<file path="config.mk">
export PLATFORM = sky130hd
export DESIGN_NAME = mul_div_unit
export DESIGN_NICKNAME = d
export VERILOG_FILES = /design/src/rtl/mul_div_pkg.sv /design/src/rtl/mul_div_sign_fix.sv /design/src/rtl/mul_div_unit.sv
export SDC_FILE = /design/constraint.sdc
export NUM_CORES = 1
export LEC_CHECK = 0
export ABC_AREA = 1
export CORE_AREA = 4 4 226 228
export DETAILED_ROUTE_END_ITERATION = 8
export DIE_AREA = 0 0 230 232
export PLACE_DENSITY_LB_ADDON = 0.1
export RECOVER_POWER = 100
export SLEW_MARGIN = 20
export SYNTH_ARGS = -nofsm -noshare
export SYNTH_HDL_FRONTEND = slang
export SYNTH_HIERARCHICAL = 1
export SYNTH_SLANG_ARGS = --single-unit
</file>
<file path="constraint.sdc">
create_clock -name clk -period 2.6 [get_ports clk]
set_input_delay 0.26 -clock clk [delete_from_list [all_inputs] [get_ports clk]]
set_output_delay 0.26 -clock clk [all_outputs]
set_load 0.01 [all_outputs]
</file>
<file path="src/rtl/mul_div_pkg.sv">
// Shared definitions for the iterative multiply/divide unit: operation
// encoding, controller state encoding and small decode helpers.
package mul_div_pkg;

  localparam logic [1:0] OP_MUL  = 2'b00;
  localparam logic [1:0] OP_MULU = 2'b01;
  localparam logic [1:0] OP_DIV  = 2'b10;
  localparam logic [1:0] OP_DIVU = 2'b11;

  typedef enum logic [1:0] {
    ST_IDLE  = 2'd0,
    ST_CALC  = 2'd1,
    ST_FIXUP = 2'd2,
    ST_DONE  = 2'd3
  } state_e;

  // Signed variants work on magnitudes and correct the sign afterwards.
  function automatic logic is_signed(input logic [1:0] op);
    return (op == OP_MUL) || (op == OP_DIV);
  endfunction

  function automatic logic is_div(input logic [1:0] op);
    return (op == OP_DIV) || (op == OP_DIVU);
  endfunction

endpackage

</file>
<file path="src/rtl/mul_div_sign_fix.sv">
// Conditional two's-complement negation of a {hi, lo} pair. With wide_i set
// the pair is treated as one 2*WIDTH value (product) negated by neg_hi_i;
// otherwise each half is negated on its own flag (operands, quotient/remainder).
module mul_div_sign_fix #(
  parameter int WIDTH = 16
) (
  input  logic [WIDTH-1:0] hi_i,
  input  logic [WIDTH-1:0] lo_i,
  input  logic             neg_hi_i,
  input  logic             neg_lo_i,
  input  logic             wide_i,
  output logic [WIDTH-1:0] hi_o,
  output logic [WIDTH-1:0] lo_o
);

  localparam int W2 = 2 * WIDTH;

  logic [W2-1:0] wide_neg_s;

  // Select negated or pass-through halves according to the requested mode.
  always_comb begin
    wide_neg_s = (~{hi_i, lo_i}) + W2'(1);
    if (wide_i) begin
      if (neg_hi_i) begin
        {hi_o, lo_o} = wide_neg_s;
      end else begin
        {hi_o, lo_o} = {hi_i, lo_i};
      end
    end else begin
      hi_o = neg_hi_i ? ((~hi_i) + WIDTH'(1)) : hi_i;
      lo_o = neg_lo_i ? ((~lo_i) + WIDTH'(1)) : lo_i;
    end
  end

endmodule

</file>
<file path="src/rtl/mul_div_unit.sv">
// Iterative multiply/divide unit: shift-add multiply and restoring divide,
// one bit per cycle, producing a double-width {hi, lo} result.
// Optional build macro MUL_DIV_EARLY_OUT_EN: multiplies finish as soon as the
// remaining multiplier bits are zero.
module mul_div_unit
  import mul_div_pkg::*;
#(
  parameter int WIDTH = 16,
  parameter int CNT_W = $clog2(WIDTH + 1)
) (
  input  logic             clk,
  input  logic             rst,
  input  logic             start,
  input  logic [1:0]       op,
  input  logic [WIDTH-1:0] a,
  input  logic [WIDTH-1:0] b,
  input  logic             flush,
  output logic             busy,
  output logic             done,
  output logic [WIDTH-1:0] result_hi,
  output logic [WIDTH-1:0] result_lo,
  output logic             div_by_zero
);

  localparam int W2 = 2 * WIDTH;

  state_e           state_q;
  logic [1:0]       op_q;
  logic             sgn_hi_q, sgn_lo_q;
  logic [W2-1:0]    acc_q, acc_d;     // MUL: product; DIV: remainder in low half
  logic [W2-1:0]    aux_q, aux_d;     // MUL: shifted multiplicand; DIV: divisor
  logic [WIDTH-1:0] mpl_q, mpl_d;     // MUL: multiplier; DIV: dividend -> quotient
  logic [CNT_W-1:0] cnt_q;
  logic             busy_q, done_q, dbz_q;
  logic [WIDTH-1:0] res_hi_q, res_lo_q;

  logic             signed_op_s;
  logic [WIDTH-1:0] abs_a_s, abs_b_s;
  logic [WIDTH-1:0] fix_hi_in_s, fix_lo_in_s, fix_hi_s, fix_lo_s;
  logic [WIDTH:0]   div_shift_s, div_diff_s;
  logic             last_step_s;

  assign signed_op_s = is_signed(op);

  mul_div_sign_fix #(.WIDTH(WIDTH)) u_opnd_fix (
    .hi_i     (a),
    .lo_i     (b),
    .neg_hi_i (signed_op_s & a[WIDTH-1]),
    .neg_lo_i (signed_op_s & b[WIDTH-1]),
    .wide_i   (1'b0),
    .hi_o     (abs_a_s),
    .lo_o     (abs_b_s)
  );

  assign fix_hi_in_s = is_div(op_q) ? acc_q[WIDTH-1:0] : acc_q[W2-1:WIDTH];
  assign fix_lo_in_s = is_div(op_q) ? mpl_q : acc_q[WIDTH-1:0];

  mul_div_sign_fix #(.WIDTH(WIDTH)) u_res_fix (
    .hi_i     (fix_hi_in_s),
    .lo_i     (fix_lo_in_s),
    .neg_hi_i (sgn_hi_q),
    .neg_lo_i (sgn_lo_q),
    .wide_i   (~is_div(op_q)),
    .hi_o     (fix_hi_s),
    .lo_o     (fix_lo_s)
  );

  // One iteration of shift-add multiply or restoring shift-subtract divide.
  always_comb begin
    acc_d       = acc_q;
    aux_d       = aux_q;
    mpl_d       = mpl_q;
    div_shift_s = {acc_q[WIDTH-1:0], mpl_q[WIDTH-1]};
    div_diff_s  = div_shift_s - {1'b0, aux_q[WIDTH-1:0]};
    if (is_div(op_q)) begin
      if (div_diff_s[WIDTH]) begin
        acc_d = {{WIDTH{1'b0}}, div_shift_s[WIDTH-1:0]};
      end else begin
        acc_d = {{WIDTH{1'b0}}, div_diff_s[WIDTH-1:0]};
      end
      mpl_d = {mpl_q[WIDTH-2:0], ~div_diff_s[WIDTH]};
    end else begin
      if (mpl_q[0]) begin
        acc_d = acc_q + aux_q;
      end else begin
        acc_d = acc_q;
      end
      aux_d = {aux_q[W2-2:0], 1'b0};
      mpl_d = {1'b0, mpl_q[WIDTH-1:1]};
    end
  end

`ifdef MUL_DIV_EARLY_OUT_EN
  // Multiplicand is pre-shifted, so the product is already aligned once the
  // multiplier runs out of set bits.
  assign last_step_s = (cnt_q == CNT_W'(1)) ||
                       (!is_div(op_q) && (mpl_d == {WIDTH{1'b0}}));
`else
  assign last_step_s = (cnt_q == CNT_W'(1));
`endif

  // Controller FSM with registered busy/done/result outputs.
  always_ff @(posedge clk or negedge rst) begin
    if (!rst) begin
      state_q  <= ST_IDLE;
      op_q     <= 2'b00;
      sgn_hi_q <= 1'b0;
      sgn_lo_q <= 1'b0;
      acc_q    <= {W2{1'b0}};
      aux_q    <= {W2{1'b0}};
      mpl_q    <= {WIDTH{1'b0}};
      cnt_q    <= {CNT_W{1'b0}};
      busy_q   <= 1'b0;
      done_q   <= 1'b0;
      dbz_q    <= 1'b0;
      res_hi_q <= {WIDTH{1'b0}};
      res_lo_q <= {WIDTH{1'b0}};
    end else begin
      case (state_q)
        ST_IDLE: begin
          done_q <= 1'b0;
          if (start && !flush) begin
            op_q <= op;
            if (is_div(op) && (b == {WIDTH{1'b0}})) begin
              res_hi_q <= a;
              res_lo_q <= {WIDTH{1'b1}};
              dbz_q    <= 1'b1;
              done_q   <= 1'b1;
              state_q  <= ST_DONE;
            end else begin
              dbz_q   <= 1'b0;
              busy_q  <= 1'b1;
              cnt_q   <= CNT_W'(WIDTH);
              acc_q   <= {W2{1'b0}};
              state_q <= ST_CALC;
              if (is_div(op)) begin
                aux_q    <= {{WIDTH{1'b0}}, abs_b_s};
                mpl_q    <= abs_a_s;
                sgn_hi_q <= signed_op_s & a[WIDTH-1];
                sgn_lo_q <= signed_op_s & (a[WIDTH-1] ^ b[WIDTH-1]);
              end else begin
                aux_q    <= {{WIDTH{1'b0}}, abs_a_s};
                mpl_q    <= abs_b_s;
                sgn_hi_q <= signed_op_s & (a[WIDTH-1] ^ b[WIDTH-1]);
                sgn_lo_q <= signed_op_s & (a[WIDTH-1] ^ b[WIDTH-1]);
              end
            end
          end
        end
        ST_CALC: begin
          if (flush) begin
            busy_q  <= 1'b0;
            state_q <= ST_IDLE;
          end else begin
            acc_q <= acc_d;
            aux_q <= aux_d;
            mpl_q <= mpl_d;
            cnt_q <= cnt_q - CNT_W'(1);
            if (last_step_s) begin
              state_q <= ST_FIXUP;
            end
          end
        end
        ST_FIXUP: begin
          busy_q <= 1'b0;
          if (flush) begin
            state_q <= ST_IDLE;
          end else begin
            res_hi_q <= fix_hi_s;
            res_lo_q <= fix_lo_s;
            done_q   <= 1'b1;
            state_q  <= ST_DONE;
          end
        end
        ST_DONE: begin
          done_q  <= 1'b0;
          state_q <= ST_IDLE;
        end
        default: begin
          busy_q  <= 1'b0;
          done_q  <= 1'b0;
          state_q <= ST_IDLE;
        end
      endcase
    end
  end

  assign busy        = busy_q;
  assign done        = done_q;
  assign result_hi   = res_hi_q;
  assign result_lo   = res_lo_q;
  assign div_by_zero = dbz_q;

endmodule

</file>
==> impl_metrics.tcl <==
set metrics [dict create \
    grt_pass1_vias 12564 \
    yosys.cell_types.count 48 \
    final_common_cell "nand2_1" \
    crit_path_cell_trace "ha_1 > nand2_1 > nand2_1 > nor2_1 > inv_1 > nand2_1 > nand3_1 > nand2_1 > nand2_1 > or2_2 > nand3_1 > nand2_1" \
    ys_top_cells_by_area "dfrtp_1, nand2_1, inv_1" \
    cts_htree_levels 4 \
    dp_hpwl_um 40500 \
    synth_area_um2 12200 \
    synthArstFlopShare_pct 100 \
    switching_share_pct 53.3 \
    clockBufferDepth 2 \
    yosys_warnings 6 \
    drt.antenna.violating_nets 0 \
    std_cell_rows 81 \
    dp_cells 2829 \
    synth_cells 2071 \
    power_leakage_nw 7.66 \
    nets 2284 \
    wirelength_um 49000 \
    setup_viol 0 \
    hold_class "reg2reg" \
    max-vdd-ir-drop_mv 0.589 \
    n_antenna_cell 0 \
    antenna_found_initial 1 \
    ys_ff_latch 125 \
    fin_hold_ws_ps 484 \
    ys_seq_area_share_pct 25.6 \
    status "complete, but fails checks" \
    dieHeight_um 232 \
    hold_viol 0 \
    gp_congestion 0.900 \
    post-route-period-util_pct 92.8 \
    clock-root-buffer "clkbuf_16" \
    cts_buffers 17 \
    tritoncts "yes" \
    post-route-min-period_ps 2410 \
    fin_util_pct 30.2 \
    ios 73 \
    slowest_stage "dfrtp_1" \
    grt_first_pass_wirelength_um 75000 \
    setup_tns_ps 0 \
    total_power_mw 17.2 \
    pwr-share-comb_pct 67.1 \
    placed_area_um2 14200 \
    clock.fmax_mhz 415 \
    post-place-ws_ps -150 \
    p_seq_share_pct 18.8 \
    drcViolationCount 0 \
    slew_viol_final 56 \
    synth-main-ff-cell "dfrtp_1" \
    nFillCells 5654 \
    timing.critical_path.max_delay_family "simple AND/OR/NAND/NOR gates" \
    drt_iter0_drc 907 \
    crit_path_frequent_cell "nand2_1" \
    crit_path_start_kind "register" \
    arrival_ps 2780 \
    synth_top_area_cell "dfrtp_1" \
    viasPerCell 4.57 \
    critPathKind "reg2reg" \
    max_slew.worst_pin.slew_ps 1640 \
    wl_per_cell_um 17.1 \
    violations "max-capacitance violations, max-slew violations" \
    insertion_delay_ps 480 \
    critPathCaptureType "register" \
    vias 13077 \
    intPower_mw 8.04 \
    clock_skew_ps 12.8 \
    grt_usage_pct 18.4 \
    dr.pass1.iters 5 \
    worstPathMaxFanout 5 \
    switchingPower_mw 9.17 \
    clk_pin_slew_worst_paths_ps 60 \
    required_ps 2970 \
    slowest_delay_ps 430 \
    die-area_um2 53400 \
    fp.coreArea_um2 48800 \
    grt_max_degree 65 \
    setup_ws_ps 188 \
    mostFrequentLayoutCells "nand2_1, inv_1, nor2_1" \
    grt_overflow_total 0 \
    critPathBufInv 1 \
    port_buffers 72 \
    die_x_um 230 \
    cts.sinks 125 \
    synth_edf_count 0 \
    pwr-share-clk_pct 14.1 \
    final_cell_area_um2 14800 \
    initial_core_util_pct 25.0 \
    drive_gt1_share_pct 7.51 \
    slew_headroom_pct -9.36 \
    power_density_nw_per_um2 1170 \
    syn_avg_cell_area_um2 5.89 \
    maxCapViolations 1 \
    area_growth_syn_to_layout_pct 21.0 \
    final_cells 2860 \
    synth_top_area_share_pct 25.6 \
]
[logic make-up after synthesis]
family	synth area share, %
fa+ha+maj	6.27
simple gates	40.2
buf+inv	11.9
compound gates	13.1
other cells	0.0307
flops	25.6
xor+xnor	2.87
[worst register-to-register path, delay by kind of cell, from the launching register on]
family        cells  cell delay [ps]
flops             1              430
fa+ha+maj         1              390
buf+inv           1               80
simple gates     10             1410
[sequential cells by signal, summed over array words and instances, names as in the netlist]
name,cells
acc_q,32
aux_q,32
mpl_q,16
result_hi,16
result_lo,16
cnt_q,5
state_q,2
busy,1
div_by_zero,1
done,1
op_q,1
sgn_hi_q,1
sgn_lo_q,1
[worst paths after layout]
kind | startpoint | to | slack (ps) | depth (start not counted)
max reg2reg | acc_q[3] | acc_q[20] | 190 | 12
min | div_by_zero | div_by_zero | 480 | 1
max | acc_q[3] | acc_q[20] | 190 | 12
min in group asynchronous | rst | acc_q[25] | 720 | 2
min reg2reg | div_by_zero | div_by_zero | 480 | 1
max in group asynchronous | rst | sgn_hi_q | 460 | 3
[power by group through the flow]
stage	Combinational, mW	Sequential, mW	Clock [mW]
after CTS	11.7	3.26	2.50
after global routing	13.0	3.33	2.56
after global placement	11.7	3.28	0
final	11.6	3.24	2.42
after detailed placement	11.6	3.29	0
after floorplan	7.43	3.18	0
[area by class of cell]
| cell class | count | area (um^2) | share of cell area [%] |
|---|---|---|---|
| clock inverters | 6 | 87.6 | 0.593 |
| repair buffers | 157 | 1410 | 9.57 |
| clock buffers | 23 | 478 | 3.24 |
| multi-input cells | 1580 | 7680 | 52.0 |
| inverters | 305 | 1150 | 7.78 |
| flip-flops and latches | 125 | 3130 | 21.2 |
| well taps | 664 | 831 | 5.62 |
[Yosys cell counts, types with 2 or more instances]
| library cell | number |
|---|---|
| buf_6 | 3 |
| a21oi_1 | 93 |
| nand3_1 | 114 |
| xnor2_1 | 13 |
| dfrtp_1 | 125 |
| o21bai_1 | 5 |
| inv_2 | 10 |
| nor2_4 | 4 |
| or2_2 | 4 |
| a31oi_1 | 21 |
| nor2_2 | 6 |
| and2_1 | 3 |
| a21oi_4 | 3 |
| fa_1 | 2 |
| o22ai_1 | 17 |
| nand4_1 | 7 |
| buf_1 | 7 |
| nor4_1 | 3 |
| nor2_1 | 269 |
| inv_1 | 294 |
| o211ai_1 | 37 |
| o221ai_1 | 4 |
| nand3b_1 | 19 |
| o21ai_1 | 9 |
| nor3_1 | 20 |
| and3_1 | 2 |
| o21a_1 | 2 |
| buf_4 | 8 |
| buf_2 | 16 |
| nand2_1 | 743 |
| ha_1 | 58 |
| nand2_2 | 5 |
| clkbuf_1 | 28 |
| o21ai_0 | 77 |
| xor2_1 | 27 |
[layer usage]
| layer | share of wire [%] | global-route usage [%] |
|---|---|---|
| met3 | 4.1 | 2.74 |
| met2 | 44 | 28.2 |
| met5 | 0 | 0 |
| met4 | 1.9 | 5.41 |
| met1 | 50 | 26.7 |
[what timing repair did]
action / CTS / global route
buffers inserted: 0 / 1
pin swaps: 0 / 1
hold endpoints to repair: 52 / 0
hold buffers: 1 / 0
endpoints found under the setup margin: 12 / 30
gates resized for setup: 1 / 20
Note: power is estimated with default switching activity, not from simulation.
